File: src/rtl/calendar_date_if.sv
// ---------------------------------------------------------------------------
// calendar_date_if
// Bundles the control, load/adjust and display signals of the calendar
// counter so that set-mode logic and the display path can share one port.
//   master : drives day_tick, load + ld_* fields, adj + adj_field, enable;
//            observes the current date fields, databus and the event pulses
//   slave  : the calendar counter itself (the opposite directions)
// ---------------------------------------------------------------------------
interface calendar_date_if #(
    parameter int YEAR_W = 12
) ();
    logic                  day_tick;
    logic                  load;
    logic [4:0]            ld_date;
    logic [3:0]            ld_month;
    logic [YEAR_W-1:0]     ld_year;
    logic [2:0]            ld_wday;
    logic                  adj;
    logic [1:0]            adj_field;
    logic                  enable;

    logic [4:0]            date;
    logic [3:0]            month;
    logic [YEAR_W-1:0]     year;
    logic [2:0]            wday;
    logic [12+YEAR_W-1:0]  databus;
    logic                  month_carry;
    logic                  year_carry;
    logic                  year_wrap;
    logic                  load_err;

    modport master (
        output day_tick, load, ld_date, ld_month, ld_year, ld_wday,
               adj, adj_field, enable,
        input  date, month, year, wday, databus,
               month_carry, year_carry, year_wrap, load_err
    );

    modport slave (
        input  day_tick, load, ld_date, ld_month, ld_year, ld_wday,
               adj, adj_field, enable,
        output date, month, year, wday, databus,
               month_carry, year_carry, year_wrap, load_err
    );
endinterface

File: src/rtl/calendar_date.sv
// ---------------------------------------------------------------------------
// calendar_date
// Calendar counter for the digital clock: date-of-month, month, year and
// weekday, advanced by the day carry of the hour counter, with validated
// parallel load and per-field adjust for the set-mode buttons.
// Ports:
//   clk      : system clock, rising edge
//   clear_n  : asynchronous active-low clear to the reset epoch
//   bus      : calendar_date_if.slave (strobes, load/adjust fields, enable,
//              date fields, enable-gated databus, one-cycle event pulses)
// Edge priority is load > adj > day_tick.
// ---------------------------------------------------------------------------
module calendar_date #(
    parameter int YEAR_W     = 12,
    parameter int RESET_YEAR = 2000,
    parameter int RESET_WDAY = 1,
    parameter int LEAP_MODE  = 2
) (
    input  logic                   clk,
    input  logic                   clear_n,
    calendar_date_if.slave         bus
);

    localparam logic [YEAR_W-1:0] YEAR_MAX = {YEAR_W{1'b1}};
    localparam logic [YEAR_W-1:0] YEAR_ONE = {{(YEAR_W-1){1'b0}}, 1'b1};

    // Leap-year rule selected by LEAP_MODE (0 none, 1 every 4th, 2 Gregorian)
    function automatic logic f_is_leap(input logic [YEAR_W-1:0] y);
        logic [31:0] yy;
        logic        leap;
        yy = 32'(y);
        if (LEAP_MODE == 32'sd0) begin
            leap = 1'b0;
        end else if (LEAP_MODE == 32'sd1) begin
            leap = (yy[1:0] == 2'b00);
        end else begin
            leap = (yy[1:0] == 2'b00) &&
                   (((yy % 32'd100) != 32'd0) || ((yy % 32'd400) == 32'd0));
        end
        return leap;
    endfunction

    // Days in a month; an illegal month yields 0 so no date can validate
    function automatic logic [4:0] f_mlen(input logic [3:0] m,
                                          input logic [YEAR_W-1:0] y);
        logic [4:0] len;
        case (m)
            4'd1, 4'd3, 4'd5, 4'd7, 4'd8, 4'd10, 4'd12: len = 5'd31;
            4'd4, 4'd6, 4'd9, 4'd11:                    len = 5'd30;
            4'd2:    len = f_is_leap(y) ? 5'd29 : 5'd28;
            default: len = 5'd0;
        endcase
        return len;
    endfunction

    logic [4:0]        r_date;
    logic [3:0]        r_month;
    logic [YEAR_W-1:0] r_year;
    logic [2:0]        r_wday;
    logic              r_month_carry;
    logic              r_year_carry;
    logic              r_year_wrap;
    logic              r_load_err;

    logic [4:0]        w_date;
    logic [3:0]        w_month;
    logic [YEAR_W-1:0] w_year;
    logic [2:0]        w_wday;
    logic              w_month_carry;
    logic              w_year_carry;
    logic              w_year_wrap;
    logic              w_load_err;

    logic [4:0]        w_cur_mlen;
    logic [3:0]        w_next_month;
    logic [YEAR_W-1:0] w_next_year;
    logic [2:0]        w_next_wday;
    logic [4:0]        w_mlen_nm;
    logic [4:0]        w_mlen_ny;
    logic              w_ld_ok;

    assign w_cur_mlen   = f_mlen(r_month, r_year);
    assign w_next_month = (r_month == 4'd12) ? 4'd1 : (r_month + 4'd1);
    assign w_next_year  = r_year + YEAR_ONE;
    assign w_next_wday  = (r_wday == 3'd7) ? 3'd1 : (r_wday + 3'd1);
    // Month lengths after a month or year adjust, used to clamp the date
    assign w_mlen_nm    = f_mlen(w_next_month, r_year);
    assign w_mlen_ny    = f_mlen(r_month, w_next_year);
    // f_mlen returns 0 for months 0/13-15, so the date test also rejects them
    assign w_ld_ok      = (bus.ld_date  != 5'd0) &&
                          (bus.ld_date  <= f_mlen(bus.ld_month, bus.ld_year)) &&
                          (bus.ld_wday  != 3'd0);

    // Next-state selection: load, then adjust, then day advance
    always_comb begin
        w_date        = r_date;
        w_month       = r_month;
        w_year        = r_year;
        w_wday        = r_wday;
        w_month_carry = 1'b0;
        w_year_carry  = 1'b0;
        w_year_wrap   = 1'b0;
        w_load_err    = 1'b0;
        if (bus.load) begin
            if (w_ld_ok) begin
                w_date  = bus.ld_date;
                w_month = bus.ld_month;
                w_year  = bus.ld_year;
                w_wday  = bus.ld_wday;
            end else begin
                w_load_err = 1'b1;
            end
        end else if (bus.adj) begin
            case (bus.adj_field)
                2'b01: w_date = (r_date >= w_cur_mlen) ? 5'd1 : (r_date + 5'd1);
                2'b10: begin
                    w_month = w_next_month;
                    w_date  = (r_date > w_mlen_nm) ? w_mlen_nm : r_date;
                end
                2'b11: begin
                    w_year = w_next_year;
                    w_date = (r_date > w_mlen_ny) ? w_mlen_ny : r_date;
                end
                default: w_date = r_date;
            endcase
        end else if (bus.day_tick) begin
            w_wday = w_next_wday;
            if (r_date < w_cur_mlen) begin
                w_date = r_date + 5'd1;
            end else begin
                w_date        = 5'd1;
                w_month_carry = 1'b1;
                if (r_month < 4'd12) begin
                    w_month = r_month + 4'd1;
                end else begin
                    w_month      = 4'd1;
                    w_year_carry = 1'b1;
                    w_year       = w_next_year;
                    w_year_wrap  = (r_year == YEAR_MAX);
                end
            end
        end else begin
            w_date = r_date;
        end
    end

    // State and event-pulse registers with asynchronous clear
    always_ff @(posedge clk or negedge clear_n) begin
        if (!clear_n) begin
            r_date        <= 5'd1;
            r_month       <= 4'd1;
            r_year        <= YEAR_W'(RESET_YEAR);
            r_wday        <= 3'(RESET_WDAY);
            r_month_carry <= 1'b0;
            r_year_carry  <= 1'b0;
            r_year_wrap   <= 1'b0;
            r_load_err    <= 1'b0;
        end else begin
            r_date        <= w_date;
            r_month       <= w_month;
            r_year        <= w_year;
            r_wday        <= w_wday;
            r_month_carry <= w_month_carry;
            r_year_carry  <= w_year_carry;
            r_year_wrap   <= w_year_wrap;
            r_load_err    <= w_load_err;
        end
    end

    assign bus.date        = r_date;
    assign bus.month       = r_month;
    assign bus.year        = r_year;
    assign bus.wday        = r_wday;
    assign bus.month_carry = r_month_carry;
    assign bus.year_carry  = r_year_carry;
    assign bus.year_wrap   = r_year_wrap;
    assign bus.load_err    = r_load_err;
    assign bus.databus     = {r_wday, r_month, r_date, r_year} & {(12+YEAR_W){bus.enable}};

endmodule

File: src/flat_wrapper.sv
// flat-port wrapper written by rule: the top's interface ports become plain ports
module calendar_date_flat 
#(
    parameter int YEAR_W     = 12,
    parameter int RESET_YEAR = 2000,
    parameter int RESET_WDAY = 1,
    parameter int LEAP_MODE  = 2
)
  (clk, clear_n, bus_day_tick, bus_load, bus_ld_date, bus_ld_month, bus_ld_year, bus_ld_wday, bus_adj, bus_adj_field, bus_enable, bus_date, bus_month, bus_year, bus_wday, bus_databus, bus_month_carry, bus_year_carry, bus_year_wrap, bus_load_err);
  calendar_date_if #(.YEAR_W(YEAR_W)) bus_i ();
  input  logic clk;
  input  logic clear_n;
  input wire logic [$bits(bus_i.day_tick)-1:0] bus_day_tick;
  input wire logic [$bits(bus_i.load)-1:0] bus_load;
  input wire logic [$bits(bus_i.ld_date)-1:0] bus_ld_date;
  input wire logic [$bits(bus_i.ld_month)-1:0] bus_ld_month;
  input wire logic [$bits(bus_i.ld_year)-1:0] bus_ld_year;
  input wire logic [$bits(bus_i.ld_wday)-1:0] bus_ld_wday;
  input wire logic [$bits(bus_i.adj)-1:0] bus_adj;
  input wire logic [$bits(bus_i.adj_field)-1:0] bus_adj_field;
  input wire logic [$bits(bus_i.enable)-1:0] bus_enable;
  output wire logic [$bits(bus_i.date)-1:0] bus_date;
  output wire logic [$bits(bus_i.month)-1:0] bus_month;
  output wire logic [$bits(bus_i.year)-1:0] bus_year;
  output wire logic [$bits(bus_i.wday)-1:0] bus_wday;
  output wire logic [$bits(bus_i.databus)-1:0] bus_databus;
  output wire logic [$bits(bus_i.month_carry)-1:0] bus_month_carry;
  output wire logic [$bits(bus_i.year_carry)-1:0] bus_year_carry;
  output wire logic [$bits(bus_i.year_wrap)-1:0] bus_year_wrap;
  output wire logic [$bits(bus_i.load_err)-1:0] bus_load_err;
  assign bus_i.day_tick = bus_day_tick;
  assign bus_i.load = bus_load;
  assign bus_i.ld_date = bus_ld_date;
  assign bus_i.ld_month = bus_ld_month;
  assign bus_i.ld_year = bus_ld_year;
  assign bus_i.ld_wday = bus_ld_wday;
  assign bus_i.adj = bus_adj;
  assign bus_i.adj_field = bus_adj_field;
  assign bus_i.enable = bus_enable;
  assign bus_date = bus_i.date;
  assign bus_month = bus_i.month;
  assign bus_year = bus_i.year;
  assign bus_wday = bus_i.wday;
  assign bus_databus = bus_i.databus;
  assign bus_month_carry = bus_i.month_carry;
  assign bus_year_carry = bus_i.year_carry;
  assign bus_year_wrap = bus_i.year_wrap;
  assign bus_load_err = bus_i.load_err;
  calendar_date #(.YEAR_W(YEAR_W), .RESET_YEAR(RESET_YEAR), .RESET_WDAY(RESET_WDAY), .LEAP_MODE(LEAP_MODE)) u_core (.clk(clk), .clear_n(clear_n), .bus(bus_i));
endmodule
File: config.mk
export PLATFORM = sky130hd
export DESIGN_NAME = calendar_date_flat
export DESIGN_NICKNAME = d
export VERILOG_FILES = /design/src/rtl/calendar_date_if.sv /design/src/rtl/calendar_date.sv /design/src/flat_wrapper.sv
export SDC_FILE = /design/constraint.sdc
export NUM_CORES = 1
export LEC_CHECK = 0
export BUFFER_PORTS_ARGS = -buffer_cell sky130_fd_sc_hd__buf_4
export CELL_PAD_IN_SITES_DETAIL_PLACEMENT = 1
export CELL_PAD_IN_SITES_GLOBAL_PLACEMENT = 2
export CORE_MARGIN = 4
export CORE_UTILIZATION = 34
export DETAILED_ROUTE_END_ITERATION = 8
export PLACE_DENSITY = 0.89
export SLEW_MARGIN = 20
export SYNTH_ARGS = -nofsm -noshare
export SYNTH_HDL_FRONTEND = slang
export SYNTH_SLANG_ARGS = --single-unit
export TNS_END_PERCENT = 1
File: constraint.sdc
create_clock -name clk -period 8.1 [get_ports clk]
set_clock_uncertainty 0.15 [all_clocks]
set_input_delay 1.62 -clock clk [delete_from_list [all_inputs] [get_ports clk]]
set_output_delay 1.62 -clock clk [all_outputs]
set_load 0.02 [all_outputs]
# --- Word-level counts from Yosys, hierarchy flattened ---
# Index checks and enable logic that the tools add are counted.
classes:
  n_addsub: 4
  div_mod_pow: 6
  magnitude_cmp: 6
  n_eq_ne: 50
  n_mux: 57
  bitwise_logic: 1
  reduce_logical: 31
ops:
  columns: ["operator", "n"]
  rows:
  - ["logical NOT 32 bit", 3]
  - ["modulo 12 x 7 -> 32 bit (second input constant)", 3]
  - ["modulo 12 x 9 -> 32 bit (second input constant)", 3]
  - ["nonzero test 32 bit", 3]
  - ["two-way mux 12 bit", 7]
  - ["one-hot mux 5 bit (3 select lines)", 5]
  - ["== test 4 bit (second input constant)", 15]
  - ["== test 4 x 3 -> 1 bit (second input constant)", 12]
  - ["two-way mux 5 bit", 8]
  - ["two-way mux 4 bit", 8]
  - ["bitwise AND 24 bit", 1]
  - ["== test 4 x 2 -> 1 bit (second input constant)", 6]
  - ["two-way mux 1 bit", 24]
  - ["OR reduction 7 bit", 3]
  - ["two-way mux 3 bit", 5]
  - ["adder 12 x 1 -> 12 bit (second input constant)", 1]
  - ["== test 12 bit (second input constant)", 1]
  - ["== test 4 x 1 -> 1 bit (second input constant)", 3]
  - ["OR reduction 4 bit", 3]
  - ["greater-than comparator 5 bit", 2]
  - ["AND reduction 5 bit", 2]
  - ["!= test 4 x 3 -> 1 bit (second input constant)", 2]
  - ["logical NOT 2 bit", 3]
  - ["!= test 3 x 2 -> 1 bit (second input constant)", 2]
  - ["other kinds (21)", 30]
word_totals:
  ff_bits: 28
  in_bits: 32
  output_inout_bits: 52
  wordCells: 163

# --- Longest topological paths before layout ---
logic_depth:
  ltp_word: 13
  ltp_mapped: 38
  mapped_depth_nobuf: 33

# --- Least setup slack after synthesis ---
# No wires, ideal clock.
synth_path:
  kind: "in2reg"
  from: "input bus_ld_year[7]"
  to: "register u_core.r_date[0], in the netlist u_core.bus.date[0]"
  setup_ps: 85
  t_arrival_ps: 7877
  required_time_ps: 7865
  setup_slack_ps: -12
  stages: 36
  path_buffers: 3
  path_cell_list: "buf_2 > nor3_1 > nor2b_1 > ha_1 > o32ai_1 > and3_1 > buf_6 > mux2i_1 > a21oi_1 > nor4_4 > mux2i_2 > xnor2_2 > o31a_1 > buf_4 > nor2_2 > maj3_4 > xnor2_4 > a211oi_2 > xor2_1 > o31ai_1 > nand3_1 > ha_1 > nor2b_1 > o21a_1 > o21ai_0 > nand2b_1 > a21oi_1 > a31oi_1 > nor2_1 > nor2b_1 > a21oi_1 > nand2_1 > o22a_1 > and3_1 > a31oi_1 > o31ai_1"
synth_via:
  elab_chain_cells: 12
  word_cells_on_any_way: 14
  classes_between: "div: 2; order compare: 1; eq/ne: 1; mux: 3; reduce/logical: 7"
synth_rtl:
  columns: ["item", "line", "text"]
  rows:
  - ["from (decl)", "flat_wrapper.sv:17", "input wire logic [$bits(bus_i.ld_year)-1:0] bus_ld_year;"]
  - ["modulo 12 x 7 -> 32 bit / modulo 12 x 9 -> 32 bit (equally long branches)", "calendar_date.sv:38", "(((yy % 32'd100) != 32'd0) || ((yy % 32'd400) == 32'd0));"]
  - ["nonzero test 32 bit / logical NOT 32 bit (equally long branches)", "calendar_date.sv:38", null]
  - ["logical OR 1 bit *", "calendar_date.sv:38", null]
  - ["logical AND 1 bit *", "calendar_date.sv:37", "leap = (yy[1:0] == 2'b00) &&"]
  - ["two-way mux 1 bit *", "calendar_date.sv:47", "case (m)"]
  - ["two-way mux 1 bit *", "calendar_date.sv:50", "4'd2: len = f_is_leap(y) ? 5'd29 : 5'd28;"]
  - ["one-hot mux 5 bit (3 select lines) *", "calendar_date.sv:47", null]
  - ["<= comparator 5 bit *", "calendar_date.sv:91", "(bus.ld_date <= f_mlen(bus.ld_month, bus.ld_year)) &&"]
  - ["logical AND 1 bit *", "calendar_date.sv:90", "assign w_ld_ok = (bus.ld_date != 5'd0) &&"]
  - ["logical AND 1 bit *", "calendar_date.sv:91", null]
  - ["!= test 2 x 1 -> 1 bit (no source line) *", null, null]
  - ["AND reduction 5 bit (no source line) *", null, null]
  - ["to (signal assigned)", "calendar_date.sv:159", "r_date <= w_date;"]
  - ["to (decl)", "calendar_date.sv:56", "logic [4:0] r_date;"]
# Mark *: on every way between the ends. The rest lies on a longest branch, timed or not. The select of a mux whose other input is x is not followed.
# A chain may end at the register's enable or synchronous reset.

# --- Worst setup path after layout ---
layout_path:
  from: "input bus_ld_year[2]"
  to: "register u_core.r_date[0], in the netlist u_core.bus.date[0]"
# Same word-level chain as after synthesis.

==> results_dict.tcl <==
set metrics [dict create \
    worst_pin_slew_ps 867 \
    vias 6954 \
    ios 84 \
    arrival_ps 7740 \
    grt_max_degree 53 \
    clock_path_buffers 2 \
    slowest_delay_ps 600 \
    cts_tree "yes" \
    netlist_instances 867 \
    grt_overflow_total 0 \
    ys_async_sr_fraction_pct 100 \
    critical_path_class "primary input to flop" \
    critical-path-slowest-cell "or4_4" \
    rows 48 \
    hold_violations 0 \
    wl_per_cell_um 18.9 \
    grt_pass1_wl_um 36200 \
    portBuffers 83 \
    slew_headroom_pct 41.5 \
    final_cell_mix "buf_4 (124), nand2_1 (75), nor2_1 (69)" \
    synth-main-ff-cell "dfrtp_1" \
    initial_core_util_pct 35.2 \
    setup_viol 0 \
    clkTransAtPathRegs_ps 70 \
    place_hpwl_um 17400 \
    r2r_cells 31 \
    cap_violations 0 \
    die_w_um 143 \
    dieArea_mm2 0.0204 \
    final_common_cell "buf_4" \
    design_area_mm2 0.00732 \
    diodes 0 \
    fin_crit_sh_pct 95.1 \
    r2r_end "u_core.bus.date[0]" \
    r2r_slack_ps 620 \
    clkLatencyLatePin_ps 270 \
    layout.cells.non_filler 1167 \
    yosysSeqAreaShare_pct 11.5 \
    cts_made_buffers 3 \
    grt_pass1_vias 7073 \
    clk_root_buffer_cell "clkbuf_16" \
    regToRegStartpoint "u_core.bus.year[0]" \
    syn-num-nets 929 \
    ant_nets 0 \
    synth.avg_cell_area_um2 7.11 \
    synth_area_mm2 0.00617 \
    end_kind "flop" \
    wirelength_um 22000 \
    hp-class "flop to flop" \
    setup-tns-final_ps 0 \
    ctsHtreeMaxLevel 1 \
    whs_endpoint "u_core.bus.wday[0]" \
    crit_start "bus_ld_year[2]" \
    start_kind "primary input" \
    firstDrtPassIters 5 \
    gp_congestion 0.913 \
    grt_usage_pct 21.2 \
    ys_types 91 \
    fin_hold_ws_ps 396 \
    ys_warn_count 0 \
    drc 0 \
    syn_to_final_growth_pct 18.7 \
    post-route-min-period_ps 7700 \
    crit_path_max_fanout 7 \
    core_area_mm2 0.0175 \
    critical-path-top-delay-family "simple AND/OR/NAND/NOR gates" \
    place_area_mm2 0.00712 \
    finalNetCount 1005 \
    cp.required_ps 8140 \
    synth_edf_count 0 \
    die_h_um 143 \
    drtIter0Drc 395 \
    crit_buf_inv 2 \
    drv_slew 0 \
    dp.cells 1160 \
    worstHoldStart "u_core.bus.wday[0]" \
    fmax_ghz 0.130 \
    viasPerCell 5.96 \
    whs_path_depth 1 \
    antenna_found_initial 0 \
    outcome "completed" \
    drive_above_1_share_pct 20.7 \
    synth-seq-cells 28 \
    clkSinkCount 28 \
]
==> how the worst max path moves through the flow <==
stage / to / slack (ps) / cells after the start
finish: u_core.bus.date[0] / 400 / 32
global route: u_core.bus.date[0] / -60 / 33
CTS: u_core.bus.year[0] / 70 / 31
detailed placement: u_core.bus.year[0] / -200 / 31
global placement: u_core.bus.year[0] / -50 / 31
floorplan: u_core.bus.date[0] / 120 / 36
==> registers in the layout, summed over array words and instances, names as in the netlist <==
name                    cells
u_core.bus.date             5
u_core.bus.month_carry      1
u_core.bus.year_wrap        1
u_core.bus.load_err         1
u_core.bus.year_carry       1
u_core.bus.year            12
u_core.bus.wday             3
u_core.bus.month            4
==> Yosys cell counts (all sizes together) (5+ instances only) <==
cell	count	share of area, %
nor2	71	4.4
nor3b	8	1.1
nor3	30	2.8
and3	13	1.3
dfrtp	19	7.7
nand3	28	2.3
a21boi	6	0.73
o211ai	8	0.97
nor4	18	2.4
a211oi	8	1.2
o21ai	74	6.1
nand2b	8	0.81
o21a	12	1.5
a21o	12	1.5
nand4	12	1.2
a221oi	5	0.71
maj3	11	1.9
a2111oi	5	1.0
ha	30	6.1
or2	11	1.1
nand2	75	4.6
and2	40	4.1
a22oi	5	0.61
nor2b	12	1.2
a31oi	22	2.2
a21oi	58	4.7
or3	12	1.2
o31ai	12	1.5
mux2i	21	3.5
o31a	9	1.3
inv	29	1.8
clkbuf	30	1.8
buf	23	2.1
o2bb2ai	5	0.71
dfstp	9	3.8
xor2	13	1.8
xnor2	29	5.1
==> per-stage QoR <==
| stage | worst slack [ps] | utilization, % |
|---|---|---|
| floorplan | 119 | - |
| global placement | -45.2 | 40.6 |
| detailed placement | -202 | 40.6 |
| CTS | 72.8 | 41.1 |
| global route | -57.5 | 41.7 |
| finish | 396 | 41.7 |
==> area by class of cell <==
type,count,area [µm²]
Timing Repair Buffer,124,931
Inverter,29,109
Tap cell,225,282
Multi-Input combinational cell,757,5210
Clock buffer,4,78.8
Sequential cell,28,712
Fill cell,2219,10200
==> worst register-to-register path, delay by kind of cell, from the launching register on <==
family	cells	cell delay, ps
buffers and inverters	1	80
adders and majority gates	4	1170
DFF	1	620
xor gates and xnor gates	1	210
AOI/OAI and AO/OA	11	2620
and+or+nand+nor	14	2520
==> cells by family after synthesis <==
family	after synthesis	synth area share, %
XOR/XNOR	42	6.94
AO/OA/AOI/OAI	290	32.2
multiplexers	25	4.20
AND/OR/NAND/NOR	359	31.4
flip-flops	28	11.5
buffers and inverters	82	5.70
adder cells (fa/ha/maj)	41	7.97
==> routing by layer <==
metal | GRT usage (%) | wire length, µm | up-vias
li1 | - | - | 3399
met1 | 29.7 | 10600 | 3416
met2 | 36.2 | 10400 | 123
met3 | 1.91 | 755 | 16
met4 | 3.00 | 226 | 0
met5 | 0 | 0 | -
==> what timing repair did <==
item	4_1_cts	5_1_grt
hold endpoints to repair	0	0
hold buffers	0	0
gates resized for setup	0	21
setup endpoints to repair	0	21
buffers inserted	0	3
Power is not shown: default switching activity piles up to over one toggle a cycle in this logic, so the estimate is an artifact.
